--- config.mk ---
export PLATFORM = sky130hd
export DESIGN_NAME = fft_stage_sequencer_flat
export DESIGN_NICKNAME = d
export VERILOG_FILES = /design/src/rtl/fft_stage_sequencer_pkg.sv /design/src/rtl/fft_stage_sequencer_if.sv /design/src/rtl/fft_stage_sequencer_addr_delay.sv /design/src/rtl/fft_stage_sequencer.sv /design/src/flat_wrapper.sv
export SDC_FILE = /design/constraint.sdc
export NUM_CORES = 1
export LEC_CHECK = 0
export ABC_AREA = 1
export CAP_MARGIN = 0
export CORE_ASPECT_RATIO = 2
export CORE_UTILIZATION = 35
export CTS_CLUSTER_SIZE = 28
export DETAILED_ROUTE_END_ITERATION = 10
export RECOVER_POWER = 100
export REMOVE_ABC_BUFFERS = 1
export SYNTH_ARGS = -nofsm -noshare
export SYNTH_HDL_FRONTEND = slang
export SYNTH_SLANG_ARGS = --single-unit
--- constraint.sdc ---
create_clock -name clk -period 3.4 [get_ports clk]
set_input_delay 0.68 -clock clk [delete_from_list [all_inputs] [get_ports clk]]
set_output_delay 0.68 -clock clk [all_outputs]
set_load 0.05 [all_outputs]
--- src/rtl/fft_stage_sequencer_pkg.sv ---
// Shared definitions for the radix-2 DIF FFT stage sequencer: state codes and
// the per-pair address/twiddle arithmetic used by the sequencer.
package fft_stage_sequencer_pkg;

  localparam logic [1:0] ST_IDLE  = 2'd0;
  localparam logic [1:0] ST_RUN   = 2'd1;
  localparam logic [1:0] ST_DRAIN = 2'd2;
  localparam logic [1:0] ST_DONE  = 2'd3;

  function automatic int unsigned fft_span(input int unsigned s, input int unsigned n);
    return n >> (s + 1);
  endfunction

  // Upper-leg address: insert a zero bit at the span position of j.
  function automatic int unsigned fft_rd_addr(input int unsigned j, input int unsigned s,
                                              input int unsigned n);
    int unsigned mask;
    mask = fft_span(s, n) - 1;
    return (j & mask) | ((j & ~mask) << 1);
  endfunction

  function automatic int unsigned fft_tf_addr(input int unsigned j, input int unsigned s,
                                              input int unsigned n);
    int unsigned mask;
    mask = fft_span(s, n) - 1;
    return ((j & mask) << s) & ((n >> 1) - 1);
  endfunction

endpackage

--- src/rtl/fft_stage_sequencer_if.sv ---
// Bus between the FFT stage sequencer (master) and the BRAM/butterfly datapath (slave).
interface fft_stage_sequencer_if #(
  parameter int N = 64
);
  localparam int ADDR_WIDTH    = $clog2(N);
  localparam int TF_ADDR_WIDTH = $clog2(N / 2);
  localparam int STAGE_WIDTH   = $clog2(ADDR_WIDTH + 1);

  logic                     start;
  logic                     rd_en;
  logic                     rd_bank;
  logic [ADDR_WIDTH-1:0]    rd_addr_a;
  logic [ADDR_WIDTH-1:0]    rd_addr_b;
  logic [TF_ADDR_WIDTH-1:0] tf_addr;
  logic                     wr_en;
  logic                     wr_bank;
  logic [ADDR_WIDTH-1:0]    wr_addr_a;
  logic [ADDR_WIDTH-1:0]    wr_addr_b;
  logic [STAGE_WIDTH-1:0]   stage;
  logic                     busy;
  logic                     done;
  logic                     result_bank;

  modport master (
    input  start,
    output rd_en, rd_bank, rd_addr_a, rd_addr_b, tf_addr,
    output wr_en, wr_bank, wr_addr_a, wr_addr_b,
    output stage, busy, done, result_bank
  );

  modport slave (
    output start,
    input  rd_en, rd_bank, rd_addr_a, rd_addr_b, tf_addr,
    input  wr_en, wr_bank, wr_addr_a, wr_addr_b,
    input  stage, busy, done, result_bank
  );
endinterface

--- src/rtl/fft_stage_sequencer_addr_delay.sv ---
// LATENCY-deep shift register carrying the issued {en, bank, addr_a, addr_b}
// forward to the write port; a synchronous clear drops any pending writes.
module fft_addr_delay #(
  parameter int WIDTH   = 14,
  parameter int LATENCY = 3
) (
  input  logic             clk,
  input  logic             rst_n,
  input  logic [WIDTH-1:0] din_i,
  output logic [WIDTH-1:0] dout_o
);

  logic [WIDTH-1:0] pipe_q [LATENCY];

  always_ff @(posedge clk) begin
    if (!rst_n) begin
      for (int i = 0; i < LATENCY; i++) pipe_q[i] <= '0;
    end else begin
      pipe_q[0] <= din_i;
      for (int i = 1; i < LATENCY; i++) pipe_q[i] <= pipe_q[i-1];
    end
  end

  assign dout_o = pipe_q[LATENCY-1];

endmodule

--- src/rtl/fft_stage_sequencer.sv ---
// Stage/pair sequencer for an in-place radix-2 DIF FFT: issues one butterfly
// pair per cycle over all log2(N) stages and replays it to the write port.
module fft_stage_sequencer
  import fft_stage_sequencer_pkg::*;
#(
  parameter int N       = 64,
  parameter int LATENCY = 3
) (
  input  logic                  clk,
  input  logic                  rst_n,
  fft_stage_sequencer_if.master bus
);

  localparam int AW = $clog2(N);
  localparam int TW = $clog2(N / 2);
  localparam int SW = $clog2(AW + 1);
  localparam int DW = 2 + 2 * AW;

  localparam logic [TW-1:0] J_LAST     = TW'(N / 2 - 1);
  localparam logic [SW-1:0] S_LAST     = SW'(AW - 1);
  localparam logic [3:0]    DRAIN_LAST = 4'(LATENCY - 1);

  logic [1:0]    state_q, state_d;
  logic [TW-1:0] j_q, j_d;
  logic [SW-1:0] s_q, s_d;
  logic [3:0]    drainCnt_q, drainCnt_d;
  logic          rdEn_q, rdEn_d;
  logic          rdBank_q, rdBank_d;
  logic [AW-1:0] rdAddrA_q, rdAddrA_d;
  logic [AW-1:0] rdAddrB_q, rdAddrB_d;
  logic [TW-1:0] tfAddr_q, tfAddr_d;
  logic          busy_q, busy_d;
  logic          done_q, done_d;

  logic          issue;
  logic [TW-1:0] issueJ;
  logic [SW-1:0] issueS;
  logic [31:0]   issueA;

  // Outputs are computed one edge early so every pair appears registered in the
  // cycle it belongs to; DRAIN keeps the last read address visible.
  always_comb begin
    state_d    = state_q;
    j_d        = j_q;
    s_d        = s_q;
    drainCnt_d = drainCnt_q;
    rdEn_d     = rdEn_q;
    rdBank_d   = rdBank_q;
    rdAddrA_d  = rdAddrA_q;
    rdAddrB_d  = rdAddrB_q;
    tfAddr_d   = tfAddr_q;
    busy_d     = busy_q;
    done_d     = 1'b0;
    issue      = 1'b0;
    issueJ     = j_q;
    issueS     = s_q;
    issueA     = '0;

    case (state_q)
      ST_IDLE: begin
        if (bus.start) begin
          state_d = ST_RUN;
          s_d     = '0;
          j_d     = '0;
          busy_d  = 1'b1;
          rdEn_d  = 1'b1;
          issue   = 1'b1;
          issueJ  = '0;
          issueS  = '0;
        end
      end
      ST_RUN: begin
        if (j_q == J_LAST) begin
          state_d    = ST_DRAIN;
          rdEn_d     = 1'b0;
          drainCnt_d = '0;
        end else begin
          j_d    = j_q + 1'b1;
          issue  = 1'b1;
          issueJ = j_q + 1'b1;
        end
      end
      ST_DRAIN: begin
        if (drainCnt_q == DRAIN_LAST) begin
          if (s_q < S_LAST) begin
            state_d = ST_RUN;
            s_d     = s_q + 1'b1;
            j_d     = '0;
            rdEn_d  = 1'b1;
            issue   = 1'b1;
            issueJ  = '0;
            issueS  = s_q + 1'b1;
          end else begin
            state_d = ST_DONE;
            done_d  = 1'b1;
          end
        end else begin
          drainCnt_d = drainCnt_q + 1'b1;
        end
      end
      ST_DONE: begin
        state_d = ST_IDLE;
        busy_d  = 1'b0;
      end
      default: state_d = ST_IDLE;
    endcase

    if (issue) begin
      issueA    = fft_rd_addr(32'(issueJ), 32'(issueS), N);
      rdAddrA_d = AW'(issueA);
      rdAddrB_d = AW'(issueA + fft_span(32'(issueS), N));
      tfAddr_d  = TW'(fft_tf_addr(32'(issueJ), 32'(issueS), N));
      rdBank_d  = issueS[0];
    end
  end

  always_ff @(posedge clk) begin
    if (!rst_n) begin
      state_q    <= ST_IDLE;
      j_q        <= '0;
      s_q        <= '0;
      drainCnt_q <= '0;
      rdEn_q     <= 1'b0;
      rdBank_q   <= 1'b0;
      rdAddrA_q  <= '0;
      rdAddrB_q  <= '0;
      tfAddr_q   <= '0;
      busy_q     <= 1'b0;
      done_q     <= 1'b0;
    end else begin
      state_q    <= state_d;
      j_q        <= j_d;
      s_q        <= s_d;
      drainCnt_q <= drainCnt_d;
      rdEn_q     <= rdEn_d;
      rdBank_q   <= rdBank_d;
      rdAddrA_q  <= rdAddrA_d;
      rdAddrB_q  <= rdAddrB_d;
      tfAddr_q   <= tfAddr_d;
      busy_q     <= busy_d;
      done_q     <= done_d;
    end
  end

  logic [DW-1:0] wrWord;

  fft_addr_delay #(
    .WIDTH   (DW),
    .LATENCY (LATENCY)
  ) u_delay (
    .clk    (clk),
    .rst_n  (rst_n),
    .din_i  ({rdEn_q, ~rdBank_q, rdAddrA_q, rdAddrB_q}),
    .dout_o (wrWord)
  );

  assign bus.rd_en       = rdEn_q;
  assign bus.rd_bank     = rdBank_q;
  assign bus.rd_addr_a   = rdAddrA_q;
  assign bus.rd_addr_b   = rdAddrB_q;
  assign bus.tf_addr     = tfAddr_q;
  assign bus.wr_en       = wrWord[DW-1];
  assign bus.wr_bank     = wrWord[DW-2];
  assign bus.wr_addr_a   = wrWord[2*AW-1:AW];
  assign bus.wr_addr_b   = wrWord[AW-1:0];
  assign bus.stage       = s_q;
  assign bus.busy        = busy_q;
  assign bus.done        = done_q;
  assign bus.result_bank = 1'(AW % 2);

endmodule

--- src/flat_wrapper.sv ---
// flat-port wrapper written by rule: the top's interface ports become plain ports
module fft_stage_sequencer_flat import fft_stage_sequencer_pkg::*;
#(
  parameter int N       = 64,
  parameter int LATENCY = 3
)
  (clk, rst_n, bus_start, bus_rd_en, bus_rd_bank, bus_rd_addr_a, bus_rd_addr_b, bus_tf_addr, bus_wr_en, bus_wr_bank, bus_wr_addr_a, bus_wr_addr_b, bus_stage, bus_busy, bus_done, bus_result_bank);
  fft_stage_sequencer_if #(.N(N)) bus_i ();
  input  logic clk;
  input  logic rst_n;
  input wire logic [$bits(bus_i.start)-1:0] bus_start;
  output wire logic [$bits(bus_i.rd_en)-1:0] bus_rd_en;
  output wire logic [$bits(bus_i.rd_bank)-1:0] bus_rd_bank;
  output wire logic [$bits(bus_i.rd_addr_a)-1:0] bus_rd_addr_a;
  output wire logic [$bits(bus_i.rd_addr_b)-1:0] bus_rd_addr_b;
  output wire logic [$bits(bus_i.tf_addr)-1:0] bus_tf_addr;
  output wire logic [$bits(bus_i.wr_en)-1:0] bus_wr_en;
  output wire logic [$bits(bus_i.wr_bank)-1:0] bus_wr_bank;
  output wire logic [$bits(bus_i.wr_addr_a)-1:0] bus_wr_addr_a;
  output wire logic [$bits(bus_i.wr_addr_b)-1:0] bus_wr_addr_b;
  output wire logic [$bits(bus_i.stage)-1:0] bus_stage;
  output wire logic [$bits(bus_i.busy)-1:0] bus_busy;
  output wire logic [$bits(bus_i.done)-1:0] bus_done;
  output wire logic [$bits(bus_i.result_bank)-1:0] bus_result_bank;
  assign bus_i.start = bus_start;
  assign bus_rd_en = bus_i.rd_en;
  assign bus_rd_bank = bus_i.rd_bank;
  assign bus_rd_addr_a = bus_i.rd_addr_a;
  assign bus_rd_addr_b = bus_i.rd_addr_b;
  assign bus_tf_addr = bus_i.tf_addr;
  assign bus_wr_en = bus_i.wr_en;
  assign bus_wr_bank = bus_i.wr_bank;
  assign bus_wr_addr_a = bus_i.wr_addr_a;
  assign bus_wr_addr_b = bus_i.wr_addr_b;
  assign bus_stage = bus_i.stage;
  assign bus_busy = bus_i.busy;
  assign bus_done = bus_i.done;
  assign bus_result_bank = bus_i.result_bank;
  fft_stage_sequencer #(.N(N), .LATENCY(LATENCY)) u_core (.clk(clk), .rst_n(rst_n), .bus(bus_i));
endmodule
==> reports/results.env <==
FINALSETUPVIOLATIONS=0
NETLIST_INSTANCES=458
RUN_STATUS='finished, violations left'
FAILED_CHECKS='max-capacitance violations, max-slew violations'
LAYOUT.AREA.SEQ_UM2=1540
WORST_EP_ARRIVAL_TIME_NS=3.41
FIN_UTIL_PCT=47.0
ANTENNADIODECOUNT=0
SYN_TO_FINAL_GROWTH_PCT=29.7
NFILLCELLS=1025
POSTSYNTH.ASYNCRESETSHARE_PCT=0
POST-DP-HPWL_UM=6010
FP.DIEH_UM=145
POST_DP_CELL_AREA_UM2=4210
POST-PLACE-CELLS=640
FINAL_ROUTED_WIRE_LENGTH_DIVIDED_BY_CELL_COUNT_UM=11.9
YOSYS_WARNINGS=0
H-TREE-DEPTH=3
FINAL.MIN_CLOCK_PERIOD_NS=3.17
CLOCK_INSERTION_DELAY_WORST_SKEW_NS=0.33
FINAL_CELL_AREA_UM2=4620
DRT_FIRST_ITER_VIOLATIONS=77
RELATIVE_MAX_TRANSITION_MARGIN_PCT=-27.2
FIN_WORST_HOLD_SLACK_NS=0.406
DRIVE_GT1_SHARE_PCT=21.9
CLOCK_TREE.ROOT_CELL='clkbuf_16'
YS_FF_LATCH=77
GR-TOTAL-OVERFLOW=0
POWER.LEAKAGE_uW=0.00253
FF2FF_SETUP_SLACK_NS=0.23
CP-START-KIND='flip-flop'
NUMCTSBUFFERS=9
DIE-WIDTH_UM=73.4
CTS_TREE='done'
MULTI_INPUT_GATE_AREA_UM2=1470
WORSTSETUPPATHTYPE='flip-flop to flip-flop'
DOMINANTREGCELLSYNTH='dfxtp_1'
WORSTPATHMAXFANOUT=4
ROUTABILITYCONGESTION=0.925
WORSTPATHREQUIRED_NS=3.63
WORSTSETUPENDPOINTTYPE='flip-flop'
CRITICAL_PATH.SLOWEST_CELL='dfxtp_1'
PEAK_PER_STAGE_DELAY_ON_THE_CRITICAL_PATH_NS=0.36
FLOORPLAN.IO_PINS=42
GR-MAX-USAGE-LAYER='met2'
SYN_AVG_CELL_AREA_UM2=7.78
FIN_TOTAL_PWR_uW=2310
GRT_USAGE_PCT=16.2
SYNTH_AREA_UM2=3560
SYNTHDISTINCTLIBCELLS=42
CLOCKBUFFERDEPTH=2
POST_DRT_VIA_CELL_RATIO=4.39
POWER.DENSITY_nW_PER_UM2=499
COUNT_OF_ENDPOINTS_FAILING_HOLD_IN_THE_FINAL_TIMING_REPORT=0
FLOORPLAN.CORE_AREA_UM2=9830
GRT_ANTENNA_BEFORE_REPAIR=0
DIE_AR_UM2=10600
WORST_IR_DROP_VDD_V=0.000261
SHARE_OF_SYNTHESIZED_AREA_OCCUPIED_BY_FLIP_FLOPS_AND_LATCHES_PCT=43.3
DRC=0
FMAX_GHz=0.315
DR_TOTAL_VIAS=2881
FIRST_PASS_ITERS=4
CLKSLEWWORSTSETUPHOLDPATHS_NS=0.06
FLOORPLAN.ROWS=51
GRT_PASS1_WL_UM=12700
GRT_USE_MET2_PCT=30.7
DRV_CAP=1
PIN_COUNT_OF_THE_BIGGEST_NET_ENTERING_GLOBAL_ROUTING=48
FINALCLOCKSKEW_NS=0.00384
SYNTH_EDF_COUNT=0
PATH_CATEGORY_OF_THE_WORST_MIN_DELAY_CHECK='flip-flop to flip-flop'
WORSTMARGINPINSLEW_NS=1.91
CRIT_TOP_CELL='inv_1'
ANT_NETS=0
DRV_SLEW=48
VIA_COUNT_OF_THE_FIRST_GLOBAL_ROUTING_PASS=2823
INITIAL_UTIL_PCT=36.3
FINISH.NET_COUNT=533
CLOCK-SINKS=77
GROUTE.LAYER.MET1.USAGE_PCT=14.2
PORT-BUFFER-COUNT=40
POSTROUTEWIRELENGTH_UM=7830
FINAL_CELL_COUNT_NO_FILL=657
GLOBAL_ROUTE.USAGE.MET3_PCT=3.74
FINAL_WORST_PATH_CYCLE_SHARE_PCT=93.3
## logic make-up after synthesis
group	Yosys count	synth area share, %
and+or+nand+nor	191	26.9
buffers and inverters	130	17.3
DFF	77	43.3
AOI/OAI and AO/OA	45	7.79
adders and majority gates	10	3.72
xor gates and xnor gates	4	0.983
other	1	0.105
## placed cells by master (no fill, tap or decap), types with 4 or more instances in the layout
| master | instances |
|---|---|
| nand2_4 | 8 |
| o21ai_2 | 4 |
| nand2_1 | 102 |
| nand4_1 | 5 |
| nand2_2 | 9 |
| inv_2 | 7 |
| nand3_2 | 6 |
| nor2_1 | 27 |
| clkbuf_16 | 9 |
| nand3_1 | 17 |
| dlygate4sd3_1 | 39 |
| o21ai_0 | 12 |
| buf_4 | 44 |
| dfxtp_1 | 77 |
| a21oi_1 | 14 |
| inv_1 | 84 |
| ha_1 | 6 |
| nor2_4 | 4 |
| nor2_2 | 5 |
## registers in the layout, indices dropped and copies added (netlist names)
register	flops
u_core.bus.stage	3
u_core.j_q	5
u_core.bus.rd_bank	1
u_core.drainCnt_q	4
u_core.bus.tf_addr	5
u_core.u_delay.pipe_q	42
u_core.bus.rd_addr_b	6
u_core.bus.rd_addr_a	6
u_core.state_q	2
u_core.bus.done	1
u_core.bus.busy	1
u_core.bus.rd_en	1
## final cells by class
type / instances / area share (%)
repair buffers: 86 / 16.0
clock inverters: 4 / 1.68
clock buffers: 12 / 5.77
flip-flops and latches: 77 / 33.4
multi-input cells: 252 / 31.9
well taps: 132 / 3.57
inverters: 94 / 7.74
## path summary, 6_finish.rpt
path / from / end / cells past startpoint
setup reg to reg: u_core.drainCnt_q[0]$_SDFFE_PN0P_ / u_core.bus.rd_addr_b[5]$_SDFFE_PN0P_ / 28
hold / removal: u_core.u_delay.pipe_q[0][10]$_SDFF_PN0_ / u_core.u_delay.pipe_q[0][24]$_SDFF_PN0_ / 2
setup / recovery: u_core.drainCnt_q[0]$_SDFFE_PN0P_ / u_core.bus.rd_addr_b[5]$_SDFFE_PN0P_ / 28
hold reg to reg: u_core.u_delay.pipe_q[0][10]$_SDFF_PN0_ / u_core.u_delay.pipe_q[0][24]$_SDFF_PN0_ / 2
## metal layers
layer	routed length, um	share of wire [%]
met1	2640	34
met2	4480	57
met3	209	2.7
met4	497	6.3
met5	0	0
## synthesized netlist by cell type (2+ instances only)
master	instances	area, um2
nand2_1	99	372
inv_1	84	315
dfxtp_1	77	1540
nor2_1	27	101
buf_4	25	188
nand3_1	19	95.1
a21oi_1	15	75.1
nand2_2	13	81.3
o21ai_0	11	55.1
ha_1	9	113
clkbuf_1	7	26.3
inv_2	7	26.3
nand2_4	7	78.8
nor2_2	6	37.5
nand4_1	5	31.3
nand3_2	4	40.0
o21ai_2	4	35.0
a31oi_1	3	18.8
nand3_4	3	52.6
nor2_4	3	33.8
nor3_1	3	15.0
o211ai_1	3	22.5
xor2_1	3	26.3
a211oi_1	2	15.0
inv_4	2	12.5
## repair_timing
item / in CTS / in global routing
buffers inserted: 0 / 1
gates resized for setup: 0 / 14
hold buffers: 0 / 0
endpoints found under the setup margin: 0 / 1
## per-stage QoR
step                      TNS (ns)  setup slack [ns]
after floorplan             -0.193            -0.193
after global placement      -0.412            -0.273
after detailed placement    -0.620            -0.346
after CTS                        0          0.000657
after global routing       -0.0315           -0.0315
final                            0             0.229
## worst max-delay path: cells and delay by family (launching register included)
kind                       cells  cell delay (ns)
AOI/OAI and AO/OA              2             0.20
adders and majority gates      3             0.68
buffers and inverters          8             0.55
DFF                            1             0.36
and+or+nand+nor               15             1.30
## power by group
group | leakage [uW] | internal, uW | switching, uW
Sequential | 0.000628 | 948 | 19.4
Clock | 0.000169 | 706 | 369
Combinational | 0.00173 | 80.4 | 186
Total | 0.00253 | 1730 | 574
(Power assumes the default switching activity.)
